<file path="src/rtl/hazard_ctrl.sv">
// Scoreboard hazard controller: tracks destination/CSR-write intent of in-flight
// instructions through execute, memory and writeback, and stalls decode on RAW hazards.
module hazard_ctrl #(
   parameter int NSLOT = 3
) (
   input  logic        clk,
   input  logic        reset,
   input  logic        issue_valid,
   input  logic [4:0]  issue_ra1,
   input  logic [4:0]  issue_ra2,
   input  logic        issue_ra1_used,
   input  logic        issue_ra2_used,
   input  logic [4:0]  issue_dst,
   input  logic        issue_wen,
   input  logic        issue_csr_rd,
   input  logic        issue_csr_wen,
   input  logic        advance,
   input  logic        flush,
   output logic        stall,
   output logic [31:0] busy_mask,
   output logic [1:0]  inflight
);

   // Slot 0 = execute, 1 = memory, 2 = writeback.
   logic       r_v   [NSLOT];
   logic [4:0] r_dst [NSLOT];
   logic       r_wen [NSLOT];
   logic       r_csr [NSLOT];

   logic w_gpr_haz;
   logic w_csr_haz;
   logic w_fire;

   always_comb begin
      w_gpr_haz = 1'b0;
      w_csr_haz = 1'b0;
      busy_mask = '0;
      inflight  = '0;
      for (int i = 0; i < NSLOT; i++) begin
         if (r_v[i] && r_wen[i]) begin
            busy_mask[r_dst[i]] = 1'b1;
            if (issue_ra1_used && (issue_ra1 != 5'd0) && (r_dst[i] == issue_ra1))
               w_gpr_haz = 1'b1;
            if (issue_ra2_used && (issue_ra2 != 5'd0) && (r_dst[i] == issue_ra2))
               w_gpr_haz = 1'b1;
         end
         if (r_v[i] && r_csr[i] && issue_csr_rd)
            w_csr_haz = 1'b1;
         inflight = inflight + {1'b0, r_v[i]};
      end
      busy_mask[0] = 1'b0;
   end

   // No forwarding: writeback still counts, the register file commits at its end.
   assign stall  = issue_valid && !flush && (w_gpr_haz || w_csr_haz);
   assign w_fire = issue_valid && !stall && !flush && advance;

   always_ff @(posedge clk) begin
      if (reset) begin
         for (int i = 0; i < NSLOT; i++) begin
            r_v[i]   <= 1'b0;
            r_dst[i] <= '0;
            r_wen[i] <= 1'b0;
            r_csr[i] <= 1'b0;
         end
      end else if (advance) begin
         for (int i = NSLOT - 1; i >= 2; i--) begin
            r_v[i]   <= r_v[i-1];
            r_dst[i] <= r_dst[i-1];
            r_wen[i] <= r_wen[i-1];
            r_csr[i] <= r_csr[i-1];
         end
         // A flushed execute entry is dropped rather than moving into memory.
         r_v[1]   <= r_v[0] && !flush;
         r_dst[1] <= r_dst[0];
         r_wen[1] <= r_wen[0];
         r_csr[1] <= r_csr[0];
         r_v[0]   <= w_fire;
         r_dst[0] <= w_fire ? issue_dst : 5'd0;
         r_wen[0] <= w_fire && issue_wen && (issue_dst != 5'd0);
         r_csr[0] <= w_fire && issue_csr_wen;
      end else if (flush) begin
         r_v[0]   <= 1'b0;
         r_dst[0] <= '0;
         r_wen[0] <= 1'b0;
         r_csr[0] <= 1'b0;
      end
   end

endmodule
</file>
<file path="config.mk">
export PLATFORM = sky130hd
export DESIGN_NAME = hazard_ctrl
export DESIGN_NICKNAME = d
export VERILOG_FILES = /design/src/rtl/hazard_ctrl.sv
export SDC_FILE = /design/constraint.sdc
export NUM_CORES = 1
export LEC_CHECK = 0
export ABC_AREA = 1
export CORE_MARGIN = 4
export CORE_UTILIZATION = 45
export DETAILED_ROUTE_END_ITERATION = 12
export PLACE_DENSITY = 0.83
export SKIP_CTS_REPAIR_TIMING = 1
export SYNTH_ARGS = -nofsm -noshare
export SYNTH_HDL_FRONTEND = slang
export SYNTH_SLANG_ARGS = --single-unit
</file>
<file path="constraint.sdc">
create_clock -name clk -period 1.5 [get_ports clk]
set_clock_uncertainty 0.05 [all_clocks]
set_input_delay 0.45 -clock clk [delete_from_list [all_inputs] [get_ports clk]]
set_output_delay 0.45 -clock clk [all_outputs]
set_load 0.01 [all_outputs]
</file>
==> results.yml <==
power_and_ir_drop:
  leakage_nw: 2.16
  internal_power_mw: 1.37
  portion_of_total_power_attributed_to_sequential_cells: 0.400
  power.density_cell_area_nw_per_um2: 494
  clock_power_share: 0.190
  power.share.combinational: 0.409
  worst_ir_drop_vdd_v: 0.000768
  power.share.switching: 0.341
  p_sw_uw: 709
route:
  drt_iter0_markers: 542
  final_antenna_net_count: 0
  post-route-drc-count: 0
  wire_per_inst_um: 19.5
  vias: 3426
  routed_wl_um: 11200
  drt-vias-per-instance: 5.94
  firstDrtPassIters: 7
place:
  dp_hpwl_um: 5920
  pre_cts_slack_ns: -1.34
  routabilityCongestion: 0.987
  port-buffer-count: 58
  placedInstanceArea_sq_um: 3500
clock_tree:
  path_clk_slew_ns: 0.09
  cts_root_buf: "clkbuf_8"
  tritoncts_sinks: 24
  cts_buffer_depth: 2
  clkLatencyLatePin_ns: 0.28
  htree_levels: 1
  tritoncts.num_buffers: 3
  cts_tree: "done"
synthesis:
  synth_xor_area_frac: 0.0963
  dominant_combinational_cell_family_by_area_after_synthesis: "simple AND/OR/NAND/NOR gates"
  yosys.area_share.simple: 0.390
  proportion_of_synthesized_area_in_mux_cells: 0
  syn_avg_cell_area_sq_um: 6.57
  synthCells: 346
  synth_adder_area_share: 0.00880
  syn_nets: 372
  synth_compound_area_frac: 0.0809
  synth_cell_types: 26
  seq_area_frac_synth: 0.317
  yosys_warnings: 0
  postSynthRegisterBits: 24
  syn_area_sq_um: 2270
grt:
  gr-total-overflow: 0
  grt_pass1_wl_um: 12200
  pin_count_of_the_biggest_net_entering_global_routing: 17
  first_global_vias: 2601
  grt.total_usage: 0.244
  antenna_found_initial: 0
die:
  core_area_sq_um: 4820
  fp.dieH_um: 79.1
  rows: 25
  floorplan.initialDensity: 0.472
  floorplan.die_area_sq_um: 6260
  design.portCount: 60
  die_w_um: 79.1
finish:
  count_of_nets_after_finishing: 537
  post_route_cells_drive_above_1_share: 0.459
  postLayoutCellArea_sq_um: 4210
  diode_count: 0
  syn2layout_area_growth_pct: 85.2
worst_setup_path:
  depth_of_the_worst_register_to_register_path: 12
  worstPathMaxFanout: 4
  setup.worst_path.start_class: "flip-flop"
  critical_path.endpoint_type: "output port"
  worst-r2r-setup-slack_ns: -0.59
  cp_class: "reg -> out"
  r2r_start: "r_dst[0][0]$_SDFFCE_PP0P_"
  r2r-end: "r_v[0][0]$_SDFFCE_PP0P_"
  worstPathRequired_ns: 1.00
  crit_arrival_ns: 2.00
sta:
  fin_setup_tns_ns: -30.74
  clock.fmax_ghz: 0.400
  rsz0062_at_grt: "true"
  final_max_slew_viol_count: 0
  final_min_period_over_clock_period: 1.67
  post-route-worst-setup-slack_ns: -1.00
  worst_hold_slack_ns: 0.663
  finalCriticalPeriod_ns: 2.50
  report.final.hold_viol_count: 0
  timing.final.setup_violations: 43
hold_path:
  holdPathStages: 3
  hold_path_end: "r_csr[0][2]$_SDFFCE_PP0P_"
  holdCritPathClass: "reg -> reg"
  worstHoldStart: "r_csr[0][1]$_SDFFCE_PP0P_"
status:
  violations: "negative setup slack"
  status: "complete, but fails checks"
run:
  max_capacitance_violation_count: 0
state kept, by name, indices dropped and copies added, names as in the netlist:
register,cells
r_csr,3
r_dst,15
r_v,3
r_wen,3
cells in the final DEF, fill, tap and decap left out, drive strengths merged, types with 2 or more instances in the layout:
master	Yosys	routed
clkdlybuf4s50	0	14
nand4	2	2
o211ai	16	16
dlymetal6s2s	0	11
nor3	32	32
inv	49	46
clkinvlp	0	3
xor2	16	16
edfxtp	24	24
nand3	20	20
clkbuf	1	6
a22oi	4	4
nor2	42	42
a21oi	2	2
nand2	109	109
nand3b	2	2
buf	10	143
o21ai	4	4
xnor2	9	9
worst max-delay path: stages, from the launching register on:
cell and delay, ns:
edfxtp_1 0.49, buf_4 0.19, xnor2_1 0.17, nand2_1 0.10, nor2_1 0.13, nand3_1 0.10, nand2_1 0.08, nand2_1 0.07
nand2_2 0.10, inv_2 0.05, a21oi_2 0.11, buf_2 0.13
worst max-delay path by stage:
stage                     depth (start not counted)  endpoint  slack [ns]                 startpoint
after floorplan                                  11     stall       -0.20  r_dst[0][1]$_SDFFCE_PP0P_
after global placement                           12     stall       -1.32               issue_ra2[0]
after detailed placement                         11     stall       -1.34               issue_ra2[0]
after CTS                                        11     stall       -1.35               issue_ra2[0]
after global routing                             11     stall       -1.07  r_dst[0][0]$_SDFFCE_PP0P_
final                                            11     stall       -1.00  r_dst[0][0]$_SDFFCE_PP0P_
power by group through the flow:
| stage | combinational [mW] | sequential, mW | clock, mW |
|---|---|---|---|
| floorplan | 0.303 | 0.826 | 0 |
| global placement | 0.558 | 0.865 | 0 |
| detailed placement | 0.574 | 0.867 | 0 |
| CTS | 0.576 | 0.851 | 0.404 |
| global route | 0.893 | 0.836 | 0.434 |
| finish | 0.852 | 0.833 | 0.396 |
per-stage QoR:
| step | instances | power [mW] | utilization |
|---|---|---|---|
| global route | 577 | 2.16 | 0.875 |
| global placement | 526 | 1.42 | 0.727 |
| CTS | 530 | 1.83 | 0.737 |
| detailed placement | 526 | 1.44 | 0.727 |
| floorplan | 346 | 1.13 | - |
| finish | 577 | 2.08 | 0.875 |
layer usage:
| metal | share of wire | up-vias | global-route usage |
|---|---|---|---|
| li1 | - | 1440 | - |
| met1 | 0.34 | 1544 | 0.300 |
| met2 | 0.47 | 332 | 0.440 |
| met3 | 0.11 | 110 | 0.0204 |
| met4 | 0.077 | 0 | 0.0962 |
| met5 | 0 | - | 0 |
synthesized netlist by cell type:
| cell | n | area share |
|---|---|---|
| o21ai_0 | 3 | 0.0066 |
| inv_2 | 3 | 0.0050 |
| nor3_1 | 29 | 0.064 |
| nor3_2 | 3 | 0.013 |
| nand4_1 | 2 | 0.0055 |
| inv_1 | 46 | 0.076 |
| xor2_1 | 16 | 0.062 |
| buf_2 | 9 | 0.020 |
| nand3b_1 | 2 | 0.0066 |
| nand2_1 | 109 | 0.18 |
| nand3_2 | 1 | 0.0044 |
| a21oi_2 | 1 | 0.0039 |
| a21oi_1 | 1 | 0.0022 |
| fa_1 | 1 | 0.0088 |
| nor2_1 | 42 | 0.069 |
| clkbuf_1 | 1 | 0.0016 |
| a22oi_1 | 4 | 0.013 |
| nand3_1 | 19 | 0.042 |
| o21ai_1 | 1 | 0.0022 |
| or2_2 | 1 | 0.0028 |
| o211ai_1 | 16 | 0.053 |
| edfxtp_1 | 24 | 0.32 |
| conb_1 | 1 | 0.0016 |
| and2_0 | 1 | 0.0028 |
| buf_4 | 1 | 0.0033 |
| xnor2_1 | 9 | 0.035 |
cells by family (layout without fill, tap and decap cells):
group	after synthesis	in the layout
DFF	24	24
buffers and inverters	60	224
adders and majority gates	1	1
AOI/OAI and AO/OA	26	26
xor gates and xnor gates	25	25
other	1	1
and+or+nand+nor	209	209
layout make-up:
class | instances | area, sq um
repair buffers | 171 | 1460
fillers | 237 | 604
multi-input cells | 262 | 1710
flip-flops and latches | 24 | 721
inverters | 49 | 198
clock buffers | 3 | 41.3
clock inverters | 1 | 3.75
well taps | 67 | 83.8
(Power assumes the default switching activity.)
